### config.mk
export PLATFORM = sky130hd
export DESIGN_NAME = endian_deserializer
export DESIGN_NICKNAME = d
export VERILOG_FILES = /design/src/rtl/endian_deserializer.sv
export SDC_FILE = /design/constraint.sdc
export NUM_CORES = 1
export LEC_CHECK = 0
export ABC_AREA = 1
export CORE_UTILIZATION = 45
export CTS_CLUSTER_SIZE = 30
export DETAILED_ROUTE_END_ITERATION = 10
export GPL_TIMING_DRIVEN = 0
export PLACE_DENSITY = 0.69
export SLEW_MARGIN = 30
export SYNTH_ARGS = -nofsm -noshare
export SYNTH_HDL_FRONTEND = slang
export SYNTH_SLANG_ARGS = --single-unit
### constraint.sdc
create_clock -name clk -period 1.39 [get_ports clk]
set_input_delay 0.278 -clock clk [delete_from_list [all_inputs] [get_ports clk]]
set_output_delay 0.278 -clock clk [all_outputs]
set_load 0.1 [all_outputs]
### src/rtl/endian_deserializer.sv
// Serial-to-parallel word assembler with per-word selectable bit order and a held output slot.
// Optional feature: define PARITY_CHECK_EN to expect a trailing even-parity bit and report par_err.
module endian_deserializer #(
  parameter int N = 4
) (
  input  logic         clk,
  input  logic         rst,
  input  logic         en,
  input  logic         s_valid,
  input  logic         s_bit,
  input  logic         msb_first,
  output logic         w_valid,
  output logic [N-1:0] w_data,
  input  logic         w_ready,
  output logic         overrun,
  output logic         par_err
);

`ifdef PARITY_CHECK_EN
  localparam int L = N + 1;
`else
  localparam int L = N;
`endif
  localparam int CNT_W = $clog2(L + 1);
  localparam logic [CNT_W-1:0] LAST = CNT_W'(L - 1);

  typedef enum logic {COLLECT = 1'b0, HOLD = 1'b1} state_t;

  // Destination index of data bit k; returns out-of-range for the parity bit.
  function automatic int bit_pos(input logic [CNT_W-1:0] k, input logic msb);
    int kk;
    kk = int'(k);
    if (kk >= N) return -1;
    return msb ? (N - 1 - kk) : kk;
  endfunction

  logic [CNT_W-1:0] cnt_p0;
  logic [N-1:0]     sh_p0;
  logic             ord_p0;
  logic [N-1:0]     sh_nxt;
  logic             ord_eff;
  logic             accept;
  logic             first;
  logic             last;
  logic             complete;
  logic             can_load;
  logic             load;
  logic             consume;

  state_t           state_p1;
  state_t           state_nxt;
  logic [N-1:0]     data_p1;
  logic             ovr_p1;

  assign accept   = en & s_valid;
  assign first    = (cnt_p0 == '0);
  assign last     = (cnt_p0 == LAST);
  assign ord_eff  = first ? msb_first : ord_p0;
  assign complete = accept & last;
  assign consume  = w_valid & w_ready;
  assign can_load = ~w_valid | w_ready;
  assign load     = complete & can_load;

  always_comb begin
    int pos;
    sh_nxt = first ? '0 : sh_p0;
    pos    = bit_pos(cnt_p0, ord_eff);
    for (int i = 0; i < N; i++) begin
      if (i == pos) sh_nxt[i] = s_bit;
    end
  end

  // ---- stage 0: bit collection ----
  always_ff @(posedge clk) begin
    if (rst) begin
      cnt_p0 <= '0;
      sh_p0  <= '0;
      ord_p0 <= 1'b0;
    end else if (!en) begin
      cnt_p0 <= '0;
      sh_p0  <= '0;
    end else if (s_valid) begin
      cnt_p0 <= last ? '0 : cnt_p0 + CNT_W'(1);
      sh_p0  <= sh_nxt;
      ord_p0 <= ord_eff;
    end
  end

`ifdef PARITY_CHECK_EN
  logic par_p0;
  logic par_nxt;
  logic perr_p1;

  assign par_nxt = first ? s_bit : (par_p0 ^ s_bit);

  always_ff @(posedge clk) begin
    if (rst) begin
      par_p0 <= 1'b0;
    end else if (!en) begin
      par_p0 <= 1'b0;
    end else if (s_valid) begin
      par_p0 <= par_nxt;
    end
  end

  always_ff @(posedge clk) begin
    if (rst) begin
      perr_p1 <= 1'b0;
    end else if (load) begin
      perr_p1 <= par_nxt;
    end else if (consume) begin
      perr_p1 <= 1'b0;
    end
  end

  assign par_err = perr_p1;
`else
  assign par_err = 1'b0;
`endif

  // ---- stage 1: output slot ----
  always_ff @(posedge clk) begin
    if (rst) begin
      state_p1 <= COLLECT;
    end else begin
      state_p1 <= state_nxt;
    end
  end

  always_comb begin
    state_nxt = state_p1;
    case (state_p1)
      COLLECT: if (load) state_nxt = HOLD;
      HOLD:    if (w_ready && !load) state_nxt = COLLECT;
      default: state_nxt = COLLECT;
    endcase
  end

  always_comb begin
    w_valid = (state_p1 == HOLD);
  end

  // Data is zeroed on consumption so w_data reads 0 whenever the slot is empty.
  always_ff @(posedge clk) begin
    if (rst) begin
      data_p1 <= '0;
      ovr_p1  <= 1'b0;
    end else begin
      ovr_p1 <= complete & ~can_load;
      if (load) begin
        data_p1 <= sh_nxt;
      end else if (consume) begin
        data_p1 <= '0;
      end
    end
  end

  assign w_data  = data_p1;
  assign overrun = ovr_p1;

endmodule

==> results of run 1 <==
-- cell families after synthesis --
logic type / share of synthesized area
compound gates: 0.0804
fa+ha+maj: 0.0309
buf+inv: 0.121
flops: 0.346
other cells: 0.00463
simple gates: 0.417
-- routing by layer --
metal  wire length (microns)  vias to the layer above  global-route usage
li1                        -                      427                   -
met1                     829                      342               0.251
met2                     822                       20               0.288
met3                      81                        4              0.0367
met4                      42                        0               0.109
met5                       0                        -                   0
-- power by group through the flow --
stage / Sequential (mW) / Clock, mW / Combinational, mW
6_report: 0.416 / 0.243 / 0.183
5_1_grt: 0.416 / 0.269 / 0.202
4_1_cts: 0.415 / 0.252 / 0.169
3_5_place_dp: 0.425 / 0 / 0.152
3_3_place_gp: 0.425 / 0 / 0.149
2_1_floorplan: 0.424 / 0 / 0.114
-- flip-flops by register name, indices dropped and copies added, names as in the netlist --
name     count
w_data       4
ord_p0       1
sh_p0        4
w_valid      1
cnt_p0       3
overrun      1
-- repair_timing --
item / in CTS / in global routing
pin swaps: 5 / 6
endpoints found under the setup margin: 14 / 10
gates resized for setup: 36 / 9
gates cloned: 0 / 0
setup buffers: 4 / 2
-- area by class of cell --
class,instances,area [sq um],area share
Timing Repair Buffer,17,128,0.120
Clock buffer,4,26.3,0.0247
Tap cell,24,30.0,0.0282
Sequential cell,14,289,0.272
Buffer,4,41.3,0.0388
Multi-Input combinational cell,86,488,0.459
Inverter,15,61.3,0.0576
-- Yosys cell counts, drive strengths merged --
cell type	n	area (sq um)
ha	2	25.0
dfxtp	14	280
a21oi	9	45.0
conb	1	3.75
nand2	36	158
buf	2	18.8
bufbuf	1	18.8
inv	15	56.3
a211oi	2	15.0
nor3	1	5.00
clkbuf	1	3.75
nand3	16	85.1
o21ai	1	5.00
nor2	13	58.8
nand4	5	31.3
-- critical path, stage by stage (launching register included) --
cell and delay (ps):
dfxtp_4 380, inv_4 70, ha_4 160, nand2_4 70
nand2_4 100, nand3_1 100, nand2_2 100, nand4_1 120
nand2_1 100, nand2_1 50, nand2_1 60, inv_1 30
-- worst max path at each step --
| stage | from | endpoint | slack [ps] |
|---|---|---|---|
| after floorplan | cnt_p0[0] | sh_p0[2] | 20 |
| after global placement | w_valid | w_valid | -330 |
| after detailed placement | w_valid | w_valid | -340 |
| after CTS | cnt_p0[0] | sh_p0[1] | -10 |
| after global routing | cnt_p0[0] | sh_p0[2] | -150 |
| final | cnt_p0[0] | sh_p0[0] | -60 |
==> qor.yml, run 1 <==
die_area_sq_um: 1970
clock-sinks: 14
crit_required_ps: 1580
p_sw_mw: 0.249
dp.cells: 154
p_per_area_nw_per_um2: 791
wire_per_inst_microns: 10.8
cts-buffers-inserted: 3
die_w_microns: 44.4
slew_viol_final: 0
root_buffer: "clkbuf_4"
finalInstanceArea_sq_um: 1060
vias: 793
overflow: 0
ir_drop_v: 0.000870
total_power_mw: 0.842
layout_common_cells: "nand2_1, nand3_1, inv_1, nor2_1, dfxtp_1"
port_buffers: 11
drive_gt1_frac: 0.300
n_antenna_cell: 0
cts_tree: "yes"
setup_viol: 7
fin_tns_setup_ps: -197
seqPwrFrac: 0.494
yosysSeqAreaShare: 0.346
min_to: "w_data[1]"
grt_pass1_vias: 654
holdCritStartpoint: "rst"
synth_nets: 128
antenna_found_initial: 0
grt_pass1_wl_mm: 2.68
place_area_sq_um: 958
r2r_end: "sh_p0[0]"
clockBufferDepth: 2
die_y_microns: 44.4
fmax_ghz: 0.688
worstPathArrival_ps: 1640
comb_power_share: 0.218
r2r_slack_ps: -60
ys_seq_elements: 14
path_max_fanout: 5
fin_hold_ws_ps: 182
grt_max_degree: 11
path_class: "flip-flop to flip-flop"
path_clk_slew_ps: 80
ioPinCount: 14
drc: 0
power.leakage_nw: 0.517
avgSynthCellArea_sq_um: 6.80
worst_slack_ps: -62.5
ctsHoldBuffers: 0
first_pass_iters: 4
post-route-min-period_ps: 1450
ant_nets: 0
initial_core_util: 0.508
syn_area_sq_um: 810
nFillCells: 145
power.internal_mw: 0.593
r2r_cells: 11
hp-class: "input pin to flip-flop"
clock_latency_ps: 280
endpoint_kind: "flip-flop"
utilization: 0.667
clkPwrFrac: 0.289
swShare: 0.296
skew_ps: 0.678
status: "complete, but fails checks"
htreeDepth: 1
cap_violations: 0
vias_per_cell: 4.84
final-hold-violation-count: 0
first_iter_violations: 16
drt_wl_total_mm: 1.78
core-area_sq_um: 1590
fin_nets: 150
violations: "setup timing"
startpoint_type: "flip-flop"
place_congestion: 0.783
post-place-ws_ps: -342
final_cells: 164
r2r_start: "cnt_p0[0]"
rsz0062_at_grt: "yes"
dp_hpwl_mm: 1.29
final_common_cell: "nand2_1"
rows: 14
yosysUniqueCellTypes: 22
min_period_over_period: 1.04
grt_use_total: 0.190
ys.warnings.count: 0
holdPathStages: 2
area_delta_synth_final_pct: 31.4
synthCells: 119
Note: power is estimated with default switching activity, not from simulation.
==> run 2: changes to the inputs <==
PLACE_DENSITY = default   (was 0.69)
PLACE_DENSITY_LB_ADDON = 0.08   (was default)
==> run 2 against run 1 <==
  * The run still ends with setup timing left
  * Non-clock buffer count increased by 3
  * First-iteration DRC count grew to 2.6 times the previous value
  * Routed wire length grew 12%
  * Global-route usage rose by 0.75 points
  * Worst hold slack worse by 17 ps
  * Clock power up 24%
  * Clock-buffer cell count unchanged
  * Register-to-register slack got worse by 20 ps
  * Flip-flop and latch count unchanged
  * Design area is 4.9% higher
  * Die area did not move
  * Final cell count grew 1.8%
==> qor.yml, run 2 (synthesis gave the netlist of run 1 again) <==
status: "complete, but fails checks"
violations: "setup timing"
path_cells: "inv_2 -> ha_4 -> nand2_4 -> nand2_4 -> nand2_4 -> nand2_1 -> nand2_2 -> nand3_1 -> nand2_1 -> nand3_1 -> a21oi_1"
clock_latency_ps: 280
ctsHoldBuffers: 0
r2r_end: "w_data[0]"
skew_ps: 9.92
r2r_cells: 11
holdCritStartpoint: "rst"
ioPinCount: 14
endpoint_kind: "flip-flop"
startpoint_type: "flip-flop"
grt_max_degree: 11
place_congestion: 0.855
htreeDepth: 1
first_iter_violations: 42
antenna_found_initial: 0
initial_core_util: 0.508
dp_hpwl_mm: 1.24
root_buffer: "clkbuf_4"
min_to: "w_valid"
r2r_start: "cnt_p0[1]"
cts-buffers-inserted: 3
worstPathArrival_ps: 1680
clock-sinks: 14
cp_num_buf_inv: 1
utilization: 0.700
clockBufferDepth: 2
fin_tns_setup_ps: -373
overflow: 0
p_per_area_nw_per_um2: 820
cpMaxStageDelayCell: "dfxtp_2"
vias_per_cell: 5.02
cap_violations: 0
path_max_fanout: 5
worst_path_most_repeated_cell: "nand2_4"
path_delay_family: "simple AND/OR/NAND/NOR gates"
ant_nets: 0
path_clk_slew_ps: 100
crit_path_start: "cnt_p0[1]"
layout_common_cells: "nand2_1, inv_1, nor2_1, dfxtp_1"
area_delta_synth_final_pct: 37.9
ir_drop_v: 0.000700
fmax_ghz: 0.681
die_w_microns: 44.4
grt_use_total: 0.197
grt_pass1_vias: 700
min_period_over_period: 1.06
r2r_slack_ps: -80
hp-class: "input pin to flip-flop"
drt_wl_total_mm: 2.00
grt_pass1_wl_mm: 2.83
drive_gt1_frac: 0.357
cts_tree: "yes"
holdPathStages: 2
n_antenna_cell: 0
vias: 839
die_area_sq_um: 1970
core-area_sq_um: 1590
power.leakage_nw: 0.534
crit_required_ps: 1600
drc: 0
rows: 14
slew_viol_final: 0
path_class: "flip-flop to flip-flop"
worst_slack_ps: -78.9
setup_viol: 8
crit_path_max_incr_delay_ps: 360
final_cells: 167
fin_nets: 153
post-route-min-period_ps: 1470
first_pass_iters: 4
rsz0062_at_grt: "yes"
final_common_cell: "nand2_1"
port_buffers: 11
wire_per_inst_microns: 12.0
dp.cells: 154
die_y_microns: 44.4
final-hold-violation-count: 0
run 2: cell types whose count changed in the layout (fill, tap and decap cells not counted), moves of 2 or more:
| cell | before | now |
|---|---|---|
| nand3_2 | 1 | 5 |
| nand3_1 | 14 | 10 |
| clkbuf_1 | 2 | 0 |
| buf_4 | 7 | 10 |
run 2: metrics by stage:
| stage | hold slack, ps | worst slack [ps] | instance area [sq um] | power [mW] |
|---|---|---|---|---|
| finish | 165 | -78.9 | 1120 | 0.915 |
| global route | 175 | -145 | 1120 | 0.950 |
| CTS | 158 | 5.72 | 1030 | 0.887 |
| detailed placement | 453 | -338 | 958 | 0.576 |
| global placement | 450 | -332 | 958 | 0.572 |
| floorplan | 447 | 24.1 | 818 | 0.538 |
run 2: worst max-delay path by stage:
stage                     depth (start not counted)         to  slack [ps]
after floorplan                                  12   sh_p0[2]          20
after global placement                            1    w_valid        -330
after detailed placement                          1    w_valid        -340
after CTS                                        12   sh_p0[2]           6
after global routing                             13   sh_p0[2]        -140
final                                            11  w_data[0]         -80
run 2: what timing repair did:
action                     4_1_cts  5_1_grt
pin swaps                        1        9
setup endpoints to repair       14       10
gates resized for setup         36       14
setup buffers                    4        5
run 2: where the power goes:
group          switching, mW  leakage (nW)  internal (mW)  total [mW]
sequential           0.00675         0.116          0.407       0.414
clock                  0.142        0.0210          0.159       0.301
combinational          0.121         0.398         0.0794       0.200
run 2: cell type report:
cell class	count	area [sq um]
Buffer	4	42.5
Clock buffer	4	36.3
Fill cell	130	478
Inverter	15	58.8
Multi-Input combinational cell	86	512
Sequential cell	14	289
Tap cell	24	30.0
Timing Repair Buffer	20	148
run 2: layer usage:
| layer | share of wire | GRT usage | wire length, microns | vias to the layer above |
|---|---|---|---|---|
| met2 | 0.47 | 0.326 | 936 | 37 |
| li1 | - | - | - | 429 |
| met1 | 0.44 | 0.240 | 869 | 363 |
| met4 | 0.026 | 0.109 | 51 | 0 |
| met3 | 0.070 | 0.0367 | 139 | 10 |
| met5 | 0 | 0 | 0 | - |
